### src/rtl/cmd_seq_pkg.sv
// rtl/cmd_seq_pkg.sv - shared states, opcodes and error codes for the command sequencer
package cmd_seq_pkg;

    typedef enum logic [2:0] {
        S_IDLE,
        S_SEND,
        S_WAIT_SNT,
        S_WAIT_RESP,
        S_CHECK,
        S_ERR
    } state_e;

    localparam logic [7:0] POS_ACK = 8'hA5;

    localparam logic [7:0] CMD_SET_PTCH  = 8'h02;
    localparam logic [7:0] CMD_SET_ROLL  = 8'h03;
    localparam logic [7:0] CMD_SET_YAW   = 8'h04;
    localparam logic [7:0] CMD_SET_THRST = 8'h05;
    localparam logic [7:0] CMD_CALIBRATE = 8'h06;

    localparam logic [1:0] ERR_NONE = 2'b00;
    localparam logic [1:0] ERR_TMO  = 2'b01;
    localparam logic [1:0] ERR_NACK = 2'b10;

endpackage

### src/rtl/cmd_sequencer_if.sv
// rtl/cmd_sequencer_if.sv - command/response handshake between the sequencer and CommMaster
interface cmd_sequencer_if;
    logic [7:0]  cmd;
    logic [15:0] data;
    logic        send_cmd;
    logic        frm_snt;
    logic        resp_rdy;
    logic [7:0]  resp;
    logic        clr_resp_rdy;

    modport master (
        output cmd, data, send_cmd, clr_resp_rdy,
        input  frm_snt, resp_rdy, resp
    );

    modport slave (
        input  cmd, data, send_cmd, clr_resp_rdy,
        output frm_snt, resp_rdy, resp
    );
endinterface

### src/rtl/cmd_fifo.sv
// rtl/cmd_fifo.sv - synchronous command/data FIFO with flush
module cmd_fifo #(
    parameter int DEPTH = 4,
    parameter int WIDTH = 24
) (
    input  logic             clk,
    input  logic             rst_n,
    input  logic             flush,
    input  logic             push,
    input  logic             pop,
    input  logic [WIDTH-1:0] din,
    output logic [WIDTH-1:0] dout,
    output logic             full,
    output logic             empty
);
    localparam int AW = $clog2(DEPTH);

    logic [WIDTH-1:0] mem_q [DEPTH];
    logic [AW-1:0]    wr_q, wr_d, rd_q, rd_d;
    logic [AW:0]      cnt_q, cnt_d;
    logic             do_push, do_pop;

    assign full    = (cnt_q == (AW+1)'(DEPTH));
    assign empty   = (cnt_q == '0);
    assign do_pop  = pop && !empty;
    // A pop frees the slot this cycle, so a push while full still lands.
    assign do_push = push && (!full || do_pop);
    assign dout    = mem_q[rd_q];

    always_comb begin
        wr_d  = wr_q;
        rd_d  = rd_q;
        cnt_d = cnt_q;
        if (flush) begin
            wr_d  = '0;
            rd_d  = '0;
            cnt_d = '0;
        end else begin
            if (do_push) wr_d = wr_q + AW'(1);
            if (do_pop)  rd_d = rd_q + AW'(1);
            if (do_push && !do_pop)      cnt_d = cnt_q + (AW+1)'(1);
            else if (!do_push && do_pop) cnt_d = cnt_q - (AW+1)'(1);
        end
    end

    always_ff @(posedge clk or negedge rst_n) begin
        if (!rst_n) begin
            wr_q  <= '0;
            rd_q  <= '0;
            cnt_q <= '0;
        end else begin
            wr_q  <= wr_d;
            rd_q  <= rd_d;
            cnt_q <= cnt_d;
        end
    end

    always_ff @(posedge clk) begin
        if (do_push && !flush) mem_q[wr_q] <= din;
    end
endmodule

### src/rtl/cmd_sequencer.sv
// rtl/cmd_sequencer.sv - queues copter commands and issues them to CommMaster with timeout and retry
module cmd_sequencer
    import cmd_seq_pkg::*;
#(
    parameter int DEPTH     = 4,
    parameter int TMO_W     = 26,
    parameter int SHORT_TMO = 150_000,
    parameter int LONG_TMO  = 15_000_000,
    parameter int MAX_RETRY = 2
) (
    input  logic                    clk,
    input  logic                    rst_n,
    input  logic                    push,
    input  logic [7:0]              push_cmd,
    input  logic [15:0]             push_data,
    output logic                    full,
    output logic                    empty,
    output logic                    busy,
    output logic                    done,
    output logic                    err,
    output logic [1:0]              err_code,
    input  logic                    abort,
    cmd_sequencer_if.master         cm
);
    localparam int RW = $clog2(MAX_RETRY + 1) + 1;

    state_e            state_q, state_d;
    logic [7:0]        cmd_q, cmd_d, resp_q, resp_d;
    logic [15:0]       data_q, data_d;
    logic              send_q, send_d, clr_q, clr_d, done_q, done_d;
    logic              busy_q, busy_d, err_q, err_d;
    logic [1:0]        err_code_q, err_code_d, fail_code;
    logic [TMO_W-1:0]  tmo_q, tmo_d, tmo_limit;
    logic [RW-1:0]     retry_q, retry_d;
    logic              pop, flush, retry_path, tmo_exp;
    logic [23:0]       head;

    cmd_fifo #(.DEPTH(DEPTH), .WIDTH(24)) u_fifo (
        .clk   (clk),
        .rst_n (rst_n),
        .flush (flush),
        .push  (push),
        .pop   (pop),
        .din   ({push_cmd, push_data}),
        .dout  (head),
        .full  (full),
        .empty (empty)
    );

    assign tmo_limit = (cmd_q == CMD_CALIBRATE) ? TMO_W'(LONG_TMO) : TMO_W'(SHORT_TMO);
    // The SEND cycle is cycle 1 of an attempt, so a retry lands exactly tmo_limit cycles later.
    assign tmo_exp   = (tmo_q == tmo_limit - TMO_W'(1));

    always_comb begin
        state_d    = state_q;
        cmd_d      = cmd_q;
        data_d     = data_q;
        resp_d     = resp_q;
        send_d     = 1'b0;
        clr_d      = 1'b0;
        done_d     = 1'b0;
        err_d      = err_q;
        err_code_d = err_code_q;
        tmo_d      = tmo_q;
        retry_d    = retry_q;
        pop        = 1'b0;
        flush      = 1'b0;
        retry_path = 1'b0;
        fail_code  = ERR_NONE;
        if (abort) begin
            state_d    = S_IDLE;
            flush      = 1'b1;
            err_d      = 1'b0;
            err_code_d = ERR_NONE;
            retry_d    = '0;
        end else begin
            case (state_q)
                S_IDLE: begin
                    // Skip the done cycle so the next launch is two cycles after done.
                    if (!empty && !done_q) begin
                        cmd_d   = head[23:16];
                        data_d  = head[15:0];
                        send_d  = 1'b1;
                        state_d = S_SEND;
                    end
                end
                S_SEND: begin
                    tmo_d   = TMO_W'(1);
                    state_d = S_WAIT_SNT;
                end
                S_WAIT_SNT, S_WAIT_RESP: begin
                    tmo_d = tmo_q + TMO_W'(1);
                    if (cm.resp_rdy) begin
                        resp_d  = cm.resp;
                        clr_d   = 1'b1;
                        state_d = S_CHECK;
                    end else if (tmo_exp) begin
                        retry_path = 1'b1;
                        fail_code  = ERR_TMO;
                    end else if (state_q == S_WAIT_SNT && cm.frm_snt) begin
                        state_d = S_WAIT_RESP;
                    end
                end
                S_CHECK: begin
                    if (resp_q == POS_ACK) begin
                        pop     = 1'b1;
                        done_d  = 1'b1;
                        retry_d = '0;
                        state_d = S_IDLE;
                    end else begin
                        retry_path = 1'b1;
                        fail_code  = ERR_NACK;
                    end
                end
                default: state_d = state_q;
            endcase
            if (retry_path) begin
                if (retry_q < RW'(MAX_RETRY)) begin
                    retry_d = retry_q + RW'(1);
                    send_d  = 1'b1;
                    state_d = S_SEND;
                end else begin
                    err_d      = 1'b1;
                    err_code_d = fail_code;
                    state_d    = S_ERR;
                end
            end
        end
        busy_d = (state_d != S_IDLE);
    end

    always_ff @(posedge clk or negedge rst_n) begin
        if (!rst_n) begin
            state_q    <= S_IDLE;
            cmd_q      <= '0;
            data_q     <= '0;
            resp_q     <= '0;
            send_q     <= 1'b0;
            clr_q      <= 1'b0;
            done_q     <= 1'b0;
            busy_q     <= 1'b0;
            err_q      <= 1'b0;
            err_code_q <= ERR_NONE;
            tmo_q      <= '0;
            retry_q    <= '0;
        end else begin
            state_q    <= state_d;
            cmd_q      <= cmd_d;
            data_q     <= data_d;
            resp_q     <= resp_d;
            send_q     <= send_d;
            clr_q      <= clr_d;
            done_q     <= done_d;
            busy_q     <= busy_d;
            err_q      <= err_d;
            err_code_q <= err_code_d;
            tmo_q      <= tmo_d;
            retry_q    <= retry_d;
        end
    end

    assign cm.cmd          = cmd_q;
    assign cm.data         = data_q;
    assign cm.send_cmd     = send_q;
    assign cm.clr_resp_rdy = clr_q;
    assign busy            = busy_q;
    assign done            = done_q;
    assign err             = err_q;
    assign err_code        = err_code_q;
endmodule
### src/flat_wrapper.sv
// flat-port wrapper written by rule: the top's interface ports become plain ports
module cmd_sequencer_flat import cmd_seq_pkg::*;
#(
    parameter int DEPTH     = 4,
    parameter int TMO_W     = 26,
    parameter int SHORT_TMO = 150_000,
    parameter int LONG_TMO  = 15_000_000,
    parameter int MAX_RETRY = 2
)
  (clk, rst_n, push, push_cmd, push_data, full, empty, busy, done, err, err_code, abort, cm_cmd, cm_data, cm_send_cmd, cm_clr_resp_rdy, cm_frm_snt, cm_resp_rdy, cm_resp);
  cmd_sequencer_if cm_i ();
  input  logic clk;
  input  logic rst_n;
  input  logic push;
  input  logic [7:0] push_cmd;
  input  logic [15:0] push_data;
  output logic full;
  output logic empty;
  output logic busy;
  output logic done;
  output logic err;
  output logic [1:0] err_code;
  input  logic abort;
  output wire logic [$bits(cm_i.cmd)-1:0] cm_cmd;
  output wire logic [$bits(cm_i.data)-1:0] cm_data;
  output wire logic [$bits(cm_i.send_cmd)-1:0] cm_send_cmd;
  output wire logic [$bits(cm_i.clr_resp_rdy)-1:0] cm_clr_resp_rdy;
  input wire logic [$bits(cm_i.frm_snt)-1:0] cm_frm_snt;
  input wire logic [$bits(cm_i.resp_rdy)-1:0] cm_resp_rdy;
  input wire logic [$bits(cm_i.resp)-1:0] cm_resp;
  assign cm_cmd = cm_i.cmd;
  assign cm_data = cm_i.data;
  assign cm_send_cmd = cm_i.send_cmd;
  assign cm_clr_resp_rdy = cm_i.clr_resp_rdy;
  assign cm_i.frm_snt = cm_frm_snt;
  assign cm_i.resp_rdy = cm_resp_rdy;
  assign cm_i.resp = cm_resp;
  cmd_sequencer #(.DEPTH(DEPTH), .TMO_W(TMO_W), .SHORT_TMO(SHORT_TMO), .LONG_TMO(LONG_TMO), .MAX_RETRY(MAX_RETRY)) u_core (.clk(clk), .rst_n(rst_n), .push(push), .push_cmd(push_cmd), .push_data(push_data), .full(full), .empty(empty), .busy(busy), .done(done), .err(err), .err_code(err_code), .abort(abort), .cm(cm_i));
endmodule
### config.mk
export PLATFORM = sky130hd
export DESIGN_NAME = cmd_sequencer_flat
export DESIGN_NICKNAME = d
export VERILOG_FILES = /design/src/rtl/cmd_seq_pkg.sv /design/src/rtl/cmd_sequencer_if.sv /design/src/rtl/cmd_fifo.sv /design/src/rtl/cmd_sequencer.sv /design/src/flat_wrapper.sv
export SDC_FILE = /design/constraint.sdc
export NUM_CORES = 1
export LEC_CHECK = 0
export BUFFER_PORTS_ARGS = -buffer_cell sky130_fd_sc_hd__buf_4
export CORE_UTILIZATION = 30
export CTS_CLUSTER_SIZE = 14
export DETAILED_ROUTE_END_ITERATION = 6
export PLACE_DENSITY_LB_ADDON = 0.12
export RECOVER_POWER = 50
export SLEW_MARGIN = 20
export SYNTH_ARGS = -nofsm -noshare
export SYNTH_HDL_FRONTEND = slang
export SYNTH_SLANG_ARGS = --single-unit
### constraint.sdc
create_clock -name clk -period 3.95 [get_ports clk]
set_input_delay 0.1975 -clock clk [delete_from_list [all_inputs] [get_ports clk]]
set_output_delay 0.1975 -clock clk [all_outputs]
set_load 0.1 [all_outputs]
==> flow_summary_export.csv <==
group,metric,value,unit
synthesis,yosys_most_used_dff,"edfxtp_1",
layout,most-common-layout-cells,"edfxtp_1 (96), dfrtp_1 (77), clkbuf_1 (56), mux2_2 (32)",
synthesis,synth_cell_types,51,
timing,fmax,324,MHz
drt,drtIter0Drc,153,
drt,vias,4218,
clock_network,cts_sinks,174,
synthesis,synth_edf_count,96,
floorplanning,core_area,23500,um2
floorplanning,initial_core_util,0.306,
outcome,status,"finished clean",
timing,tightest_slew,1.48,ns
synthesis,ys_async_sr_fraction,0.448,
placement,io_buffers,70,
timing,tns,0,ns
power_and_ir_drop,leakage,3.18,nW
layout,layout-drive-gt1-share,0.213,
worst_setup_path,cp-start-kind,"register",
synthesis,post-synth-top-area-cell,"edfxtp_1",
global_route,grt_start_max_net_pins,55,
clock_network,cts_tree,"yes",
drt,avgRoutedWirePerCell,16.8,um
clock_network,cts_made_buffers,17,
timing,rsz0062_at_grt,"false",
layout,fillerInstances,2287,
synthesis,yosysTopAreaCellShare,0.402,
timing,drv_slew,0,
global_route,grt_pass1_wl,24300,um
drt,drt.antenna.violating_nets,0,
timing,post-route-min-period,3.09,ns
drt,dr.pass1.iters,6,
timing,hold_slack,0.0176,ns
timing,setup_viol_count_final,0,
power_and_ir_drop,p_per_area,642,nW/um2
worst_setup_path,cp_data_arrival_time,3.18,ns
timing,period_share,0.782,
clock_network,clkSlewWorstSetupHoldPaths,0.07,ns
synthesis,synth_seq_cells,174,
timing,finClkSkew,0.0120,ns
worst_setup_path,worstSetupEndpointType,"register",
global_route,grt_pass1_vias,4448,
layout,layout_commonest_cell,"edfxtp_1",
clock_network,clock_path_buffers,2,
floorplanning,die_x,157,um
drt,wl,15200,um
floorplanning,rows,56,
synthesis,synth_area,7170,um2
timing,hold_violations,0,
synthesis,yosysSeqAreaShare,0.674,
timing,max_slew_margin,0.0100,
layout,multiInputGateArea,2210,um2
layout,seqCellArea,4840,um2
floorplanning,ioPinCount,71,
global_route,gr-total-overflow,0,
synthesis,avgSynthCellArea,15.4,um2
synthesis,syn_nets,511,
layout,syn_to_final_growth,22.3,%
drt,drc,0,
drt,routed_via_density,4.66,
worst_setup_path,crit_fanout,20,
synthesis,yosysWarnings,0,
layout,nNetsFinal,620,
power_and_ir_drop,irDropWorstVdd,0.366,mV
worst_setup_path,critical_path_class,"reg -> reg",
clock_network,cts.root.buffer_cell,"clkbuf_16",
clock_network,cts_max_level,4,
clock_network,insertion_delay,0.43,ns
global_route,antenna_found_initial,0,
placement,dp_hpwl,10000,um
synthesis,synth_area_leaders,"edfxtp_1 (40%), dfrtp_1 (27%), mux4_2 (7.5%)",
synthesis,syn_inst,465,
floorplanning,die_area,24500,um2
floorplanning,die_y,157,um
layout,diodes,0,
min_path,hold_class,"in -> reg",
clock_network,ctsResizeCount,0,
placement,gp_congestion,0.779,
worst_setup_path,worstPathRequired,4.04,ns
global_route,groute.usage.overall,0.134,
run,drv_cap,0,
[metal layers]
metal / up-vias / routed length [um] / GRT usage
li1: 1993 / - / -
met1: 2145 / 6810 / 0.167
met2: 64 / 7770 / 0.230
met3: 16 / 441 / 0.0296
met4: 0 / 217 / 0.0476
met5: - / 0 / 0
[where the power goes]
part           internal [W]  switching, W  total, W  leakage, nW
clock              0.000830      0.000760   0.00159        0.270
combinational      0.000360       0.00137   0.00173         1.03
sequential          0.00217      0.000150   0.00232         1.88
[stage by stage]
step           area (um2)  utilization  setup slack, ns  cells  power [W]
2_1_floorplan        7170            -             1.21    465    0.00374
3_3_place_gp         8130        0.346            0.965    844    0.00418
3_5_place_dp         8130        0.346            0.879    844    0.00421
4_1_cts              8980        0.383            0.842    906    0.00584
5_1_grt              8780        0.374            0.549    906    0.00588
6_report             8780        0.374            0.860    906    0.00564
[cells by family (layout without fill, tap and decap cells)]
group	count (synthesis)	in the layout	synth area share
AO/OA/AOI/OAI	49	49	0.0433
XOR/XNOR	18	18	0.0220
adder cells (fa/ha/maj)	8	8	0.0150
buffers and inverters	34	156	0.0195
flip-flops	174	174	0.674
multiplexers	60	60	0.131
AND/OR/NAND/NOR	122	122	0.0952
[sequential cells by signal, summed over array words and instances, names as in the netlist]
signal	cells
u_core.busy	1
u_core.cm.clr_resp_rdy	1
u_core.cm.cmd	8
u_core.cm.data	16
u_core.cm.send_cmd	1
u_core.done	1
u_core.err	1
u_core.err_code	2
u_core.resp_q	8
u_core.retry_q	3
u_core.state_q	3
u_core.tmo_q	26
u_core.u_fifo.cnt_q	3
u_core.u_fifo.mem_q	96
u_core.u_fifo.rd_q	2
u_core.u_fifo.wr_q	2
[critical path, stage by stage, from the launching register on]
cell and delay [ns]:
dfrtp_1 0.53, or3b_2 0.53, nor4_1 0.41, o21ai_0 0.35
nor2_1 0.27, and2_1 0.28, buf_4 0.37
[cell type report]
type                    instances  share of cell area
well taps                     319              0.0455
repair buffers                109              0.0823
inverters                      15             0.00642
clock inverters                14              0.0141
flip-flops and latches        174               0.551
multi-input cells             257               0.252
clock buffers                  18              0.0489
[synthesized netlist by cell type (7+ instances only)]
master and instances:
edfxtp_1 96, ha_1 7, mux2_2 32, mux4_2 24, nor3_1 12, xnor2_1 15
nor2_1 30, nand3_1 13, or3_1 8, inv_1 15, o21ai_0 16, nor4_1 8
a21oi_1 12, dfrtp_1 78, clkbuf_1 11, nand2_1 14
[path summary, 6_finish.rpt]
check	from	endpoint	slack, ns	cells past startpoint
max	u_core.state_q[1]	u_core.u_fifo.mem_q[1][19]	0.86	6
min	cm_resp[0]	u_core.resp_q[0]	0.02	2
max reg2reg	u_core.state_q[1]	u_core.u_fifo.mem_q[1][19]	0.86	6
min reg2reg	u_core.resp_q[4]	u_core.resp_q[4]	0.50	1
max in group asynchronous	rst_n	u_core.tmo_q[11]	1.36	3
min in group asynchronous	rst_n	u_core.cm.data[9]	0.68	2
[what timing repair did]
item | 4_1_cts | 5_1_grt
hold endpoints to repair | 154 | 0
setup buffers | 0 | 0
hold buffers | 30 | 0
(Power assumes the default switching activity.)
